**src/rtl/booth_r4_mult_seq.sv**
```systemverilog
// rtl/booth_r4_mult_seq.sv - sequential radix-4 Booth multiplier, signed/unsigned, full 2*WIDTH product
module booth_r4_mult_seq #(
  parameter int WIDTH = 32
) (
  input  logic             clock,
  input  logic             reset,
  input  logic             ctrl_mult,
  input  logic             data_signed,
  input  logic [WIDTH-1:0] data_operandA,
  input  logic [WIDTH-1:0] data_operandB,
  output logic [WIDTH-1:0] data_result,
  output logic [WIDTH-1:0] data_result_hi,
  output logic             data_exception,
  output logic             data_resultRDY,
  output logic             busy
);

  // Operands carry two extra bits so unsigned values stay positive when treated as signed.
  localparam int N  = WIDTH + 2;
  localparam int K  = WIDTH / 2 + 1;
  localparam int CW = $clog2(K + 1);
  localparam int PW = 2 * N + 1;

  generate
    if ((WIDTH % 2) != 0 || WIDTH < 4) begin : g_bad_width
      $error("booth_r4_mult_seq: WIDTH must be even and >= 4");
    end
  endgenerate

  typedef enum logic [1:0] {
    IDLE = 2'd0,
    RUN  = 2'd1,
    DONE = 2'd2
  } state_t;

  state_t            state_q, state_d;
  logic [CW-1:0]     cnt_q, cnt_d;
  logic [PW-1:0]     prod_q, prod_d;
  logic [N-1:0]      a_q, a_d;
  logic              signed_q, signed_d;
  logic [WIDTH-1:0]  res_lo_q, res_lo_d;
  logic [WIDTH-1:0]  res_hi_q, res_hi_d;
  logic              exc_q, exc_d;
  logic              rdy_q, rdy_d;
  logic              busy_q, busy_d;

  logic [N-1:0]      a_ext, b_ext;
  logic [N:0]        a_sx, a_x2, digit, acc_ext, sum;
  logic [PW-1:0]     step_val;
  logic [WIDTH-1:0]  prod_lo, prod_hi;

  // Extend incoming operands, decode the Booth digit and form one add-and-shift step.
  always_comb begin
    a_ext    = data_signed ? {{2{data_operandA[WIDTH-1]}}, data_operandA} : {2'b00, data_operandA};
    b_ext    = data_signed ? {{2{data_operandB[WIDTH-1]}}, data_operandB} : {2'b00, data_operandB};
    a_sx     = {a_q[N-1], a_q};
    a_x2     = {a_q, 1'b0};
    digit    = '0;
    case (prod_q[2:0])
      3'b001, 3'b010: digit = a_sx;
      3'b011:         digit = a_x2;
      3'b100:         digit = -a_x2;
      3'b101, 3'b110: digit = -a_sx;
      default:        digit = '0;
    endcase
    acc_ext  = {prod_q[PW-1], prod_q[PW-1:N+1]};
    sum      = acc_ext + digit;
    step_val = {sum[N], sum, prod_q[N:2]};
    prod_lo  = prod_q[WIDTH:1];
    prod_hi  = prod_q[2*WIDTH:WIDTH+1];
  end

  // Next-state and registered-output logic for the IDLE/RUN/DONE sequencer.
  always_comb begin
    state_d  = state_q;
    cnt_d    = cnt_q;
    prod_d   = prod_q;
    a_d      = a_q;
    signed_d = signed_q;
    res_lo_d = res_lo_q;
    res_hi_d = res_hi_q;
    exc_d    = exc_q;
    rdy_d    = 1'b0;
    busy_d   = busy_q;
    case (state_q)
      IDLE: begin
        if (ctrl_mult) begin
          a_d      = a_ext;
          prod_d   = {{N{1'b0}}, b_ext, 1'b0};
          signed_d = data_signed;
          cnt_d    = '0;
          busy_d   = 1'b1;
          state_d  = RUN;
        end
      end
      RUN: begin
        prod_d = step_val;
        cnt_d  = cnt_q + CW'(1);
        if (cnt_q == CW'(K - 1)) begin
          state_d = DONE;
        end
      end
      DONE: begin
        res_lo_d = prod_lo;
        res_hi_d = prod_hi;
        exc_d    = signed_q ? (prod_hi != {WIDTH{prod_lo[WIDTH-1]}}) : (prod_hi != '0);
        rdy_d    = 1'b1;
        busy_d   = 1'b0;
        state_d  = IDLE;
      end
      default: begin
        state_d = IDLE;
        busy_d  = 1'b0;
      end
    endcase
  end

  // State registers; reset aborts any operation immediately.
  always_ff @(posedge clock or posedge reset) begin
    if (reset) begin
      state_q  <= IDLE;
      cnt_q    <= '0;
      prod_q   <= '0;
      a_q      <= '0;
      signed_q <= 1'b0;
      res_lo_q <= '0;
      res_hi_q <= '0;
      exc_q    <= 1'b0;
      rdy_q    <= 1'b0;
      busy_q   <= 1'b0;
    end else begin
      state_q  <= state_d;
      cnt_q    <= cnt_d;
      prod_q   <= prod_d;
      a_q      <= a_d;
      signed_q <= signed_d;
      res_lo_q <= res_lo_d;
      res_hi_q <= res_hi_d;
      exc_q    <= exc_d;
      rdy_q    <= rdy_d;
      busy_q   <= busy_d;
    end
  end

  assign data_result    = res_lo_q;
  assign data_result_hi = res_hi_q;
  assign data_exception = exc_q;
  assign data_resultRDY = rdy_q;
  assign busy           = busy_q;

endmodule

```
**config.mk**
```make
export PLATFORM = sky130hd
export DESIGN_NAME = booth_r4_mult_seq
export DESIGN_NICKNAME = d
export VERILOG_FILES = /design/src/rtl/booth_r4_mult_seq.sv
export SDC_FILE = /design/constraint.sdc
export NUM_CORES = 1
export LEC_CHECK = 0
export CAP_MARGIN = 40
export CORE_MARGIN = 2
export CORE_UTILIZATION = 25
export DETAILED_ROUTE_END_ITERATION = 8
export DONT_BUFFER_PORTS = 1
export SLEW_MARGIN = 20
export SYNTH_ARGS = -nofsm -noshare
export SYNTH_HDL_FRONTEND = slang
export SYNTH_SLANG_ARGS = --single-unit
```
**constraint.sdc**
```tcl
create_clock -name clock -period 13.18 [get_ports clock]
set_input_delay 2.636 -clock clock [delete_from_list [all_inputs] [get_ports clock]]
set_output_delay 2.636 -clock clock [all_outputs]
set_load 0.1 [all_outputs]
```
==> metrics <==
result of the run finished, final reports clean; detail-routed net length per standard cell about 17 um; Fin. Hold Viols 0; number of diodes added for antenna fixing 0; worst-margin pin slew just over 0.9 ns; critical setup path kind reg -> reg; layout cell share with drive strength beyond 1 14.9%; relative max-transition margin between 30% and 40%; htree depth 4; post-synthesis cell type count 64; final setup fails 0; wire length of the first global-routing pass 47.2 mm; IO Pins 135; DRC violation count after routing 0; routability cong. 0.889; Synth Flop Type dfrtp_1; post-synthesis sequential element count 176; cell-by-cell listing of the critical path or3_1 > nor4_4 > or3b_4 > nor3_4 > nand2b_1 > xnor2_1 > a221oi_2 > a31oi_1 > ha_1 > a211oi_1 > o21ai_0 > a211oi_1 > o41ai_1 > a21oi_1 > o21a_1 > o211ai_1 > xnor2_1 > a211o_1; maximum buffer depth of the clock tree 2; Core Rows 75; post-route non-filler standard cell count about 1800; pin count of the biggest net entering global routing 80; Max Freq between 150 and 200 MHz; Worst EP arrival between 5 and 6 ns; total half-perimeter wirelength after legalization and detailed placement between 20 and 25 mm; chip height between 200 and 250 um; Vias per Instance a little over 5; Worst Setup Start Kind flip-flop; Post-Route Setup TNS 0 ns; number of antenna violations at the first check in global routing 3; count of flip-flops with a built-in enable after synthesis 0; utilization after layout around a third; Post-Place Cells between 1500 and 2000; met3 routing resource usage after global routing ~4.3%; routed wire length slightly above 30 mm; share of the clock period used by the worst path after layout roughly two fifths; via count of the first global-routing pass 8314; clock tree from TritonCTS done; post-CTS setup repair buffer count 0; number of fill cells in the layout ~4300; post-cts hold buffer count 0; Worst Skew roughly 0.019 ns; count of nets left with antenna violations after detail routing 0; HP Class reg -> reg; YS warnings 0; global route overflow 0; max-slew violation count 0; hold_ws 0.488 ns; number of maximum-capacitance violations 0; core outline area around 0.042 sq mm; Layout Nets about 1300; Post-Synthesis Net Count approximately 1300; Chip Width 210 um; starting density of the core between 20% and 30%; detailed-router iteration count before antenna repair 5; kind of capture point of the worst setup path flip-flop; total via count after detailed routing between 8000 and 9000; post-synthesis instance area about 0.011 sq mm; number of sinks driven by the clock tree between 150 and 200; GRT Overall Usage between 10% and 20%; synthesized netlist cell count 1178; worst-skew pair later-pin latency 0.45 ns; met2 routing resource usage after global routing roughly a fifth; violation count after the first detailed-routing iteration ~720; required time at the worst-slack endpoint roughly 14 ns; global-route track usage on met1 roughly 18%; growth of design area from synthesis to finish 25.8%; Die Outline Area around 0.044 sq mm; Post-synth ARST share 100%; RSZ-0062 raised after global routing false; number of buffer cells added on primary ports 0; Crit-path slowest cell or3_1; number of buffers added by the clock tree synthesis step 17; clock-pin transition on the worst setup and hold timing paths 0.08 ns; largest fanout on the critical path 8; Min Clock Period, post-route ~5.1 ns; part of the Yosys area used for sequential elements between 40% and 50%; layer with the highest usage after global routing met2; quantity of gates resized following cts 0; maximum single-stage delay on the critical path roughly 0.52 ns; root buffer selected by CTS clkbuf_16; average footprint of a synthesized cell ~9.0 sq um
==> cell usage after synthesis (2+ instances only) <==
| cell type | number | area share (%) |
|---|---|---|
| a211o_1 | 2 | 0.17 |
| a211oi_1 | 13 | 0.92 |
| a21o_1 | 14 | 0.99 |
| a21oi_1 | 52 | 2.5 |
| a221o_1 | 2 | 0.19 |
| a221oi_1 | 16 | 1.3 |
| a221oi_2 | 2 | 0.28 |
| a22oi_1 | 40 | 2.8 |
| a31oi_1 | 17 | 1.0 |
| a32oi_1 | 4 | 0.33 |
| a41o_1 | 2 | 0.19 |
| and2_1 | 4 | 0.24 |
| and3_1 | 3 | 0.18 |
| buf_1 | 10 | 0.35 |
| buf_2 | 5 | 0.24 |
| clkbuf_1 | 63 | 2.2 |
| dfrtp_1 | 176 | 42 |
| ha_1 | 37 | 4.4 |
| inv_1 | 19 | 0.67 |
| mux2_2 | 66 | 7.0 |
| mux2i_1 | 8 | 0.76 |
| nand2_1 | 233 | 8.3 |
| nand2b_1 | 10 | 0.59 |
| nand3_1 | 47 | 2.2 |
| nand3b_1 | 5 | 0.35 |
| nand4_1 | 16 | 0.95 |
| nor2_1 | 54 | 1.9 |
| nor2b_1 | 12 | 0.71 |
| nor3_1 | 15 | 0.71 |
| nor3b_1 | 3 | 0.21 |
| nor4_1 | 14 | 0.83 |
| o211ai_1 | 6 | 0.43 |
| o21a_1 | 2 | 0.14 |
| o21ai_0 | 68 | 3.2 |
| o21bai_1 | 11 | 0.78 |
| o221ai_1 | 3 | 0.25 |
| o22ai_1 | 8 | 0.47 |
| o31a_1 | 2 | 0.17 |
| o31ai_1 | 6 | 0.43 |
| o32ai_1 | 2 | 0.17 |
| or2_2 | 2 | 0.12 |
| or3_1 | 8 | 0.47 |
| or4_1 | 3 | 0.21 |
| xnor2_1 | 52 | 4.3 |
| xor2_1 | 22 | 1.8 |
==> worst max-delay path, delay by kind of cell, from the launching register on <==
kind                       cells  cell delay, ns
adders and majority gates      1            0.39
AOI/OAI and AO/OA             10            2.13
xor gates and xnor gates       2            0.24
DFF                            1            0.48
and+or+nand+nor                5            1.76
==> path summary, 6_finish.rpt <==
path / slack [ns] / from / cells after the start / endpoint
max: 8.08 / a_q[4] / 18 / prod_q[67]
min: 0.49 / cnt_q[4] / 1 / cnt_q[4]
max reg2reg: 8.08 / a_q[4] / 18 / prod_q[67]
min reg2reg: 0.49 / cnt_q[4] / 1 / cnt_q[4]
max in group asynchronous: 10.21 / reset / 3 / prod_q[1]
min in group asynchronous: 2.00 / reset / 1 / data_result[18]
==> layout by cell type (no fill, tap or decap), types with 24 or more instances in the layout <==
cell and instances:
o21ai_0 68, mux2_2 66, nand2_1 233, nand3_1 47, dfrtp_1 175, xnor2_1 52
nor2_1 52, a22oi_1 40, buf_1 24, a21oi_1 52, buf_16 49, ha_1 37
==> per-stage QoR <==
step | instance area [sq um] | worst slack, ns
CTS | 13100 | 8.10
floorplan | 10600 | 5.77
detailed placement | 12500 | 8.13
global route | 13300 | 7.74
finish | 13300 | 8.08
global placement | 11100 | 8.26
==> layout make-up <==
type | instances | area, sq um | area share, %
clock buffers | 18 | 429 | 3.22
clock inverters | 14 | 151 | 1.14
inverters | 20 | 80.1 | 0.602
well taps | 539 | 674 | 5.07
multi-input cells | 902 | 5820 | 43.7
flip-flops and latches | 176 | 4410 | 33.1
repair buffers | 106 | 1750 | 13.1
==> routing by layer <==
layer	up-vias	share of wire [%]
met5	-	0.079
met4	6	1.0
met3	23	7.6
met2	261	46
met1	4368	45
li1	4298	-
==> cells by family after synthesis <==
group	count (synthesis)	share of synthesized area, %
flops	176	41.6
xor+xnor	74	6.12
simple gates	439	19.1
mux	74	7.78
buf+inv	100	3.69
compound gates	277	17.2
fa+ha+maj	38	4.56
==> flip-flops by register name, summed over array words and instances, names as in the netlist <==
register and count:
a_q 33, busy 1, cnt_q 5, data_exception 1
data_result 32, data_resultRDY 1, data_result_hi 32, prod_q 68
signed_q 1, state_q 2
Power is not shown: default switching activity piles up to over one toggle a cycle in this logic, so the estimate is an artifact.
